## config.mk

```make
export PLATFORM = sky130hd
export DESIGN_NAME = pirdsp_simd_mac_pipelined
export DESIGN_NICKNAME = d
export VERILOG_FILES = /design/src/rtl/pirdsp_simd_mac_pipelined.sv
export SDC_FILE = /design/constraint.sdc
export NUM_CORES = 2
export LEC_CHECK = 0
export CAP_MARGIN = 20
export CORE_MARGIN = 1
export CORE_UTILIZATION = 50
export DETAILED_ROUTE_END_ITERATION = 16
export PLACE_DENSITY = 0.7
export SLEW_MARGIN = 20
export SYNTH_ARGS = -nofsm -noshare
export SYNTH_HDL_FRONTEND = slang
export SYNTH_SLANG_ARGS = --single-unit
```

## constraint.sdc

```tcl
create_clock -name clk -period 8 [get_ports clk]
set_input_delay 0.8 -clock clk [delete_from_list [all_inputs] [get_ports clk]]
set_output_delay 0.8 -clock clk [all_outputs]
set_load 0.02 [all_outputs]
```

## src/rtl/pirdsp_simd_mac_pipelined.sv

```systemverilog
// ---------------------------------------------------------------------------
// pirdsp_simd_mac_pipelined
//
// Three-stage SIMD multiply-accumulate unit. Each accepted entry is either a
// full a*b product, the sum of 9x9 lane products or the sum of 4x4 lane
// products. That value is then loaded into, or added to, a wrapping
// accumulator. The accumulator has a sticky signed-overflow flag.
//
// Ports
//   clk, reset            : clock and synchronous active-high reset
//   a [A_WIDTH-1:0]       : multiplicand (or packed lanes)
//   b [B_WIDTH-1:0]       : multiplier (or packed lanes)
//   a_sign, b_sign        : 1 = operand lanes are two's complement
//   mode [1:0]            : 00/11 full product, 01 9-bit lanes, 10 4-bit lanes
//   acc_en                : 1 = accumulate, 0 = load accumulator
//   in_valid / in_ready   : input handshake
//   out_valid / out_ready : output handshake
//   out_data [ACC_WIDTH]  : accumulator value
//   acc_ovf               : sticky signed-overflow flag
// ---------------------------------------------------------------------------
module pirdsp_simd_mac_pipelined #(
    parameter int A_WIDTH   = 27,
    parameter int B_WIDTH   = 18,
    parameter int ACC_WIDTH = 48
) (
    input  logic                 clk,
    input  logic                 reset,
    input  logic [A_WIDTH-1:0]   a,
    input  logic [B_WIDTH-1:0]   b,
    input  logic                 a_sign,
    input  logic                 b_sign,
    input  logic [1:0]           mode,
    input  logic                 acc_en,
    input  logic                 in_valid,
    output logic                 in_ready,
    output logic                 out_valid,
    input  logic                 out_ready,
    output logic [ACC_WIDTH-1:0] out_data,
    output logic                 acc_ovf
);

    localparam int L9 = B_WIDTH / 9;
    localparam int L4 = B_WIDTH / 4;

    // The whole pipeline moves as one unit. It only freezes when the output
    // holds a result that nobody has taken yet.
    logic advance;
    assign advance  = ~out_valid | out_ready;
    assign in_ready = advance;

    // Stage 1: operand register
    logic                 s1_valid;
    logic [A_WIDTH-1:0]   s1_a;
    logic [B_WIDTH-1:0]   s1_b;
    logic                 s1_a_sign;
    logic                 s1_b_sign;
    logic [1:0]           s1_mode;
    logic                 s1_acc_en;

    // Stage 2: product / lane-sum register
    logic                 s2_valid;
    logic [ACC_WIDTH-1:0] s2_sum;
    logic                 s2_acc_en;

    // Stage 3: accumulator
    logic [ACC_WIDTH-1:0] acc;

    // The helper functions below sign- or zero-extend an operand (or lane) to
    // the accumulator width. Multiplying the extended values modulo
    // 2^ACC_WIDTH gives the exact product, because ACC_WIDTH leaves headroom
    // above A_WIDTH+B_WIDTH.
    function automatic logic [ACC_WIDTH-1:0] ext_a(input logic [A_WIDTH-1:0] v, input logic s);
        return {{(ACC_WIDTH-A_WIDTH){s & v[A_WIDTH-1]}}, v};
    endfunction

    function automatic logic [ACC_WIDTH-1:0] ext_b(input logic [B_WIDTH-1:0] v, input logic s);
        return {{(ACC_WIDTH-B_WIDTH){s & v[B_WIDTH-1]}}, v};
    endfunction

    function automatic logic [ACC_WIDTH-1:0] ext9(input logic [8:0] v, input logic s);
        return {{(ACC_WIDTH-9){s & v[8]}}, v};
    endfunction

    function automatic logic [ACC_WIDTH-1:0] ext4(input logic [3:0] v, input logic s);
        return {{(ACC_WIDTH-4){s & v[3]}}, v};
    endfunction

    // This block computes the product or lane sum for the entry held in
    // stage 1. Lanes come from the low bits of a and b. Any a bits above the
    // last lane do not contribute.
    logic [ACC_WIDTH-1:0] full_prod;
    logic [ACC_WIDTH-1:0] lane9_sum;
    logic [ACC_WIDTH-1:0] lane4_sum;
    logic [ACC_WIDTH-1:0] s1_sum;

    always_comb begin
        full_prod = ext_a(s1_a, s1_a_sign) * ext_b(s1_b, s1_b_sign);
        lane9_sum = '0;
        for (int k = 0; k < L9; k++) begin
            lane9_sum = lane9_sum + ext9(s1_a[9*k +: 9], s1_a_sign) * ext9(s1_b[9*k +: 9], s1_b_sign);
        end
        lane4_sum = '0;
        for (int k = 0; k < L4; k++) begin
            lane4_sum = lane4_sum + ext4(s1_a[4*k +: 4], s1_a_sign) * ext4(s1_b[4*k +: 4], s1_b_sign);
        end
        case (s1_mode)
            2'b01:   s1_sum = lane9_sum;
            2'b10:   s1_sum = lane4_sum;
            default: s1_sum = full_prod;
        endcase
    end

    // This block computes the accumulate path. Overflow means both addends
    // have the same sign and the wrapped result has the other sign.
    logic [ACC_WIDTH-1:0] acc_next;
    logic                 add_ovf;

    always_comb begin
        acc_next = acc + s2_sum;
        add_ovf  = (acc[ACC_WIDTH-1] == s2_sum[ACC_WIDTH-1]) &&
                   (acc_next[ACC_WIDTH-1] != acc[ACC_WIDTH-1]);
    end

    // Stage 1 captures all fields of an entry together. A cycle with no
    // transfer while the pipeline advances leaves a bubble behind.
    always_ff @(posedge clk) begin
        if (reset) begin
            s1_valid  <= 1'b0;
            s1_a      <= '0;
            s1_b      <= '0;
            s1_a_sign <= 1'b0;
            s1_b_sign <= 1'b0;
            s1_mode   <= 2'b00;
            s1_acc_en <= 1'b0;
        end else if (advance) begin
            s1_valid <= in_valid;
            if (in_valid) begin
                s1_a      <= a;
                s1_b      <= b;
                s1_a_sign <= a_sign;
                s1_b_sign <= b_sign;
                s1_mode   <= mode;
                s1_acc_en <= acc_en;
            end
        end
    end

    // Stage 2 registers the product or lane sum, plus the accumulate
    // control that travels with it.
    always_ff @(posedge clk) begin
        if (reset) begin
            s2_valid  <= 1'b0;
            s2_sum    <= '0;
            s2_acc_en <= 1'b0;
        end else if (advance) begin
            s2_valid <= s1_valid;
            if (s1_valid) begin
                s2_sum    <= s1_sum;
                s2_acc_en <= s1_acc_en;
            end
        end
    end

    // Stage 3 is the accumulator. A bubble drops out_valid but leaves acc
    // and acc_ovf untouched. A load clears the sticky overflow flag.
    always_ff @(posedge clk) begin
        if (reset) begin
            out_valid <= 1'b0;
            acc       <= '0;
            acc_ovf   <= 1'b0;
        end else if (advance) begin
            out_valid <= s2_valid;
            if (s2_valid) begin
                if (s2_acc_en) begin
                    acc     <= acc_next;
                    acc_ovf <= acc_ovf | add_ovf;
                end else begin
                    acc     <= s2_sum;
                    acc_ovf <= 1'b0;
                end
            end
        end
    end

    assign out_data = acc;

endmodule
```

; ---- Yosys cells after proc, flatten, opt, wreduce, memory -nomap -nowiden
; Index checks and enable logic that the tools add are counted.
[classes]
eq_ne = 4
multipliers = 7
addsub = 5
bitwise_logic = 16
n_reduce_logical = 4
n_mux = 3
[ops]
columns = cell, n
row1 = $pmux 48 s2, 1
row2 = $add 48x48->48, 1
row3 = $mux 48, 1
row4 = $mul 28x19->47, 1
row5 = $mul 10x10->20, 2
row6 = $mul 5x5->10, 4
row7 = $add 20x20->21, 1
row8 = $add 12x10->13, 1
row9 = $and 1x1->1, 13
row10 = $add 11x10->12, 1
row11 = $add 10x10->11, 1
row12 = $reduce_and 2->1, 3
row13 = $eq 2x1->1 const B, 1
row14 = $eq 2x2->1 const B, 1
row15 = $or 1x1->1, 2
row16 = $eq 1x1->1, 1
row17 = $logic_and 1x1->1, 1
row18 = $mux 1, 1
row19 = $ne 1x1->1, 1
row20 = $not 1->1, 1
[totals]
out_inout_bits = 51
regBits = 151
inputBits = 54
wordCells = 52

; ---- Depth between registers and ports, before layout
[logic_depth]
ltp_word = 6
ltp_mapped = 29
depth_no_buf = 27

; ---- Least setup slack after synthesis
; OpenSTA, ideal clock, no wires.
[synth_path]
path_kind = register -> register
startpoint = register s1_a_sign
endpoint = register s2_sum[43]
setup_time_ns = 0.116
period_less_slack_ns = 6.814
required_time_ns = 7.884
setup_slack_ns = 1.186
stages_incl_launch_ff = 26
n_path_buf = 3
t_arrival_ns = 6.698
cell_sequence = dfxtp_1 > clkbuf_1 > clkbuf_1 > nand3_1 > fa_1 > fa_1 > fa_1 > inv_1 > fa_1 > fa_1 > inv_1 > fa_1 > inv_1 > fa_1 > ha_1 > o21a_1 > o21a_1 > a21o_1 > o21ai_1 > a311oi_1 > o31ai_2 > a31oi_4 > nand2b_1 > buf_4 > a21oi_1 > nor2_1
[synth_via]
elab_chain_len = 6
word_cells_on_any_way = 19
classes_between = add/sub: 4 / mul: 7 / mux: 1 / bitwise: 7
[synth_lines]
columns = item, line_no
row1 = start: declaration, 55  ; logic s1_a_sign;
row2 = start signal: assignment, 140  ; s1_a_sign <= a_sign;
row3 = $and 1x1->1, 85  ; return {{(ACC_WIDTH-4){s & v[3]}}, v};
row4 = $mul 5x5->10, 104  ; lane4_sum = lane4_sum + ext4(s1_a[4*k +: 4], s1_a_sign) * ext4(s1_b[4*k +: 4], s1_b_sign);
row5 = $add 10x10->11, 104
row6 = $add 11x10->12, 104
row7 = $add 12x10->13, 104
row8 = $pmux 48 s2 *, 106  ; case (s1_mode)
row9 = end signal: assignment, 158  ; s2_sum <= s1_sum;
row10 = end: declaration, 62  ; logic [ACC_WIDTH-1:0] s2_sum;
; Mark *: on every way between the ends. The rest lies on a longest branch, timed or not.
; A chain may end at the register's enable or synchronous reset.

; ---- Worst setup path after layout
[layout_path]
startpoint = register s1_a_sign
endpoint = register s2_sum[39]
; The elaborated chain is that of the path after synthesis.

==> out/summary.log <==
[outcome] result of the run complete, no violations
[routing] Routed WL 114,000 um
[timing] RSZ-0062 raised after global routing no
[power_and_ir_drop] cell area power density 81.4 nW/um^2
[synthesis] synthesized area 38,800 um^2
[cells_and_area] Antenna Diode Count 0
[timing] FMAX 129 MHz
[critical_path] number of buffers and inverters on the critical path 5
[cells_and_area] layout cells sized above 1 4.53%
[critical_path] Critical Path Max Stage Delay 0.75 ns
[routing] count of unresolved DRC violations after routing 0
[clock_network] H-tree levels 4
[synthesis] area share of the leading cell type in the synthesized netlist 44.4%
[timing] Setup Viol. Count Final 0
[timing] setup TNS 0 ns
[synthesis] number of enable flip-flop cells after synthesis 0
[synthesis] area leader, netlist sky130_fd_sc_hd__fa_1
[routing] detailed-routing iteration count for the pre-antenna-repair pass 6
[grt] number of antenna violations at the first check in global routing 1
[flow_run] number of maximum-capacitance violations 0
[hold_path] class of the tightest hold or removal check flip-flop to flip-flop
[grt] first-pass GRT wire length 177,000 um
[synthesis] leading post-synthesis cells by cell area sky130_fd_sc_hd__fa_1 44%, sky130_fd_sc_hd__inv_1 9.8%, sky130_fd_sc_hd__ha_1 9.8%
[synthesis] total of warnings raised by yosys 0
[clock_network] worst skew pair latency 0.51 ns
[timing] number of endpoints with negative hold slack in the final report 0
[timing] worst slew slack as a fraction of its limit 38.7%
[clock_network] TritonCTS clock tree yes
[cells_and_area] finished layout cell area 41,700 um^2
[synthesis] register area share after synthesis 7.73%
[routing] detail-routed net length per standard cell 21.1 um
[cells_and_area] Util after Layout 54.6%
[floorplanning] Top-Level Pins 105
[power_and_ir_drop] leakage component of the power 21.2 nW
[synthesis] top cells by instance count after synthesis 1,014 x sky130_fd_sc_hd__inv_1, 861 x sky130_fd_sc_hd__fa_1, 532 x sky130_fd_sc_hd__nand2_1, 304 x sky130_fd_sc_hd__ha_1, 230 x sky130_fd_sc_hd__a21oi_1
[grt] grt met1 use 38.0%
[timing] minimum clock period 7.75 ns
[grt] total overflow reported by the global router 0
[synthesis] number of distinct library cells after synthesis 79
[floorplanning] effective utilization at floorplan 50.8%
[grt] via count of the first global-routing pass 30,600
[critical_path] category of the most critical setup path flip-flop to flip-flop
[routing] via count 29,600
[placement] cell area after placement 41,100 um^2
[floorplanning] Die H 281 um
[cells_and_area] synthesis-to-finish area growth 7.40%
[floorplanning] core box area 76,500 um^2
[critical_path] Critical Path Fanout Max 13
[critical_path] Startpoint Class flip-flop
[floorplanning] number of rows in the core area 101
[clock_network] number of sinks on the clock net 150
[critical_path] Max stage delay cell, worst path sky130_fd_sc_hd__dfxtp_1
[grt] global-route track usage on met3 5.27%
[critical_path] required time at the worst-slack endpoint 8.39 ns
[clock_network] Root Driver sky130_fd_sc_hd__clkbuf_16
[synthesis] count leader, synth sky130_fd_sc_hd__inv_1
[clock_network] number of buffers between clock root and the deepest sink 2
[routing] drt first-iter violations 2,185
[placement] final weighted congestion in routability-driven placement 0.995
[synthesis] share of flip-flops with an asynchronous set or reset 0%
[synthesis] syn_nets 5,571
[grt] gr busiest metal met2
[cells_and_area] final cell count without fillers 5,404
[synthesis] ys flop type sky130_fd_sc_hd__dfxtp_1
[floorplanning] die footprint 78,800 um^2
[placement] Place WS -0.0565 ns
[power_and_ir_drop] peak supply drop 0.178 mV
[placement] number of buffers inserted by port buffering 104
[critical_path] chain of cells forming the critical path buf_4 -> and3_1 -> fa_1 -> inv_1 -> fa_1 -> inv_1 -> fa_1 -> fa_1 -> inv_1 -> fa_1 -> inv_1 -> fa_1 -> ha_1 -> ha_1 -> a211oi_1 -> o211ai_1 -> a221oi_1 -> o21ai_0 -> or3_1 -> o21ai_0 -> o21bai_1 -> xor2_1 -> a21oi_1 -> nor2_1
[synthesis] Post-Syn Area per Cell 8.93 um^2
[critical_path] data arrival time of the critical path 8.14 ns
[timing] worst hold-check slack 0.467 ns
[timing] final clock period utilization by the worst path 96.9%
[critical_path] CP delay by family, top adder cells
[grt] met2 track demand over resource in global routing 48.7%
[routing] number of nets with antenna violations after routing 0
[grt] pin count of the biggest net entering global routing 74
[timing] Slew Limit Fails 0
[clock_network] clock slew seen by the registers of the worst setup and hold paths 0.10 ns
[timing] min setup slack post-route 0.246 ns
[floorplanning] DIE WIDTH 281 um
[grt] GRT Total Usage 30.0%
[placement] post-DP HPWL 96,100 um
[power_and_ir_drop] Pwr Total 3.40 mW
[timing] actual slew at the worst max-slew pin 0.917 ns
[timing] Fin Clk Skew 0.0304 ns
[critical_path] most repeated library cell on the critical path sky130_fd_sc_hd__fa_1
[critical_path] kind of capture point of the worst setup path flip-flop
[synthesis] Yosys reg bits 150
[synthesis] Cells after Synth 4,352
[placement] total instance count after detailed placement 5,372
[clock_network] Num CTS Buffers 17
[cells_and_area] number of nets in the final layout 5,580
[routing] vias per std cell 5.47
-- layout by cell type, fill, tap and decap left out, types with 14 or more instances in the layout --
cell type and instances:
sky130_fd_sc_hd__a31oi_1 15, sky130_fd_sc_hd__o21bai_1 17, sky130_fd_sc_hd__mux2i_1 33, sky130_fd_sc_hd__or2_2 32, sky130_fd_sc_hd__fa_1 861, sky130_fd_sc_hd__buf_4 96
sky130_fd_sc_hd__o21a_1 22, sky130_fd_sc_hd__and3_1 33, sky130_fd_sc_hd__dfxtp_1 147, sky130_fd_sc_hd__o211ai_1 14, sky130_fd_sc_hd__a21o_1 58, sky130_fd_sc_hd__xnor2_1 97
sky130_fd_sc_hd__a21oi_1 230, sky130_fd_sc_hd__nand3_1 27, sky130_fd_sc_hd__nand2_1 531, sky130_fd_sc_hd__ha_1 303, sky130_fd_sc_hd__clkbuf_16 17, sky130_fd_sc_hd__nor3_1 19
sky130_fd_sc_hd__and2_1 192, sky130_fd_sc_hd__inv_1 1014, sky130_fd_sc_hd__xor2_1 37, sky130_fd_sc_hd__clkdlybuf4s50_1 103, sky130_fd_sc_hd__nor2_1 133, sky130_fd_sc_hd__nand2b_1 19
sky130_fd_sc_hd__o21ai_0 101, sky130_fd_sc_hd__nor2b_1 19, sky130_fd_sc_hd__a211oi_1 44
-- what timing repair did --
| action | in CTS | in global routing |
|---|---|---|
| endpoints found under the setup margin | 2 | 7 |
| gates cloned | 0 | 0 |
| hold buffers | 0 | 0 |
| buffers inserted | 0 | 0 |
| pin swaps | 0 | 0 |
| gates resized for setup | 2 | 4 |
-- power breakdown --
part / total (mW) / internal [mW] / leakage [nW] / switching, mW
Clock: 0.870 / 0.412 / 0.272 / 0.459
Sequential: 0.879 / 0.792 / 1.23 / 0.0870
Combinational: 1.65 / 0.638 / 19.7 / 1.01
Total: 3.40 / 1.84 / 21.2 / 1.55
-- area by class of cell --
type                            count  area, um^2
Fill cell                        6923       34700
Multi-Input combinational cell   2975       31300
Inverter                         1016        3810
Sequential cell                   150        3010
Timing Repair Buffer              201        1790
Tap cell                         1030        1290
Clock buffer                       18         429
Clock inverter                     14         136
-- layer usage --
metal	vias up	share of wire (%)
met4	2	6.2
met1	14900	39
li1	13200	-
met2	1171	48
met3	253	7.2
met5	-	0.011
-- sequential cells by signal, indices dropped and copies added, names as in the netlist --
signal	cells
acc_ovf	1
s1_b	18
s1_a	27
s2_valid	1
s2_acc_en	1
s1_mode	2
s1_b_sign	1
s1_acc_en	1
s1_a_sign	1
s2_sum	47
s1_valid	1
out_valid	1
out_data	48
-- cells by family after synthesis --
family | share of synthesized area [%]
buffers and inverters | 11.9
adder cells (fa/ha/maj) | 54.2
AND/OR/NAND/NOR | 12.7
AO/OA/AOI/OAI | 9.63
flip-flops | 7.73
XOR/XNOR | 3.02
multiplexers | 0.908
-- worst reg2reg max path, cell delays in order, from the launching register on --
cell and delay (ns):
sky130_fd_sc_hd__dfxtp_1 0.75, sky130_fd_sc_hd__buf_4 0.32, sky130_fd_sc_hd__and3_1 0.31, sky130_fd_sc_hd__fa_1 0.53, sky130_fd_sc_hd__inv_1 0.19, sky130_fd_sc_hd__fa_1 0.44
sky130_fd_sc_hd__inv_1 0.09, sky130_fd_sc_hd__fa_1 0.44, sky130_fd_sc_hd__fa_1 0.51, sky130_fd_sc_hd__inv_1 0.05, sky130_fd_sc_hd__fa_1 0.60, sky130_fd_sc_hd__inv_1 0.07
sky130_fd_sc_hd__fa_1 0.44, sky130_fd_sc_hd__ha_1 0.29, sky130_fd_sc_hd__ha_1 0.37, sky130_fd_sc_hd__a211oi_1 0.34, sky130_fd_sc_hd__o211ai_1 0.16, sky130_fd_sc_hd__a221oi_1 0.40
sky130_fd_sc_hd__o21ai_0 0.18, sky130_fd_sc_hd__or3_1 0.36, sky130_fd_sc_hd__o21ai_0 0.30, sky130_fd_sc_hd__o21bai_1 0.13, sky130_fd_sc_hd__xor2_1 0.15, sky130_fd_sc_hd__a21oi_1 0.14
sky130_fd_sc_hd__nor2_1 0.07
-- worst paths after layout --
kind	startpoint	to	slack (ns)	cells past startpoint
setup / recovery	s1_a_sign	s2_sum[39]	0.25	24
hold reg to reg	s1_acc_en	s2_acc_en	0.47	2
hold / removal	s1_acc_en	s2_acc_en	0.47	2
setup reg to reg	s1_a_sign	s2_sum[39]	0.25	24
No activity file was read; power rests on OpenSTA's default activity.
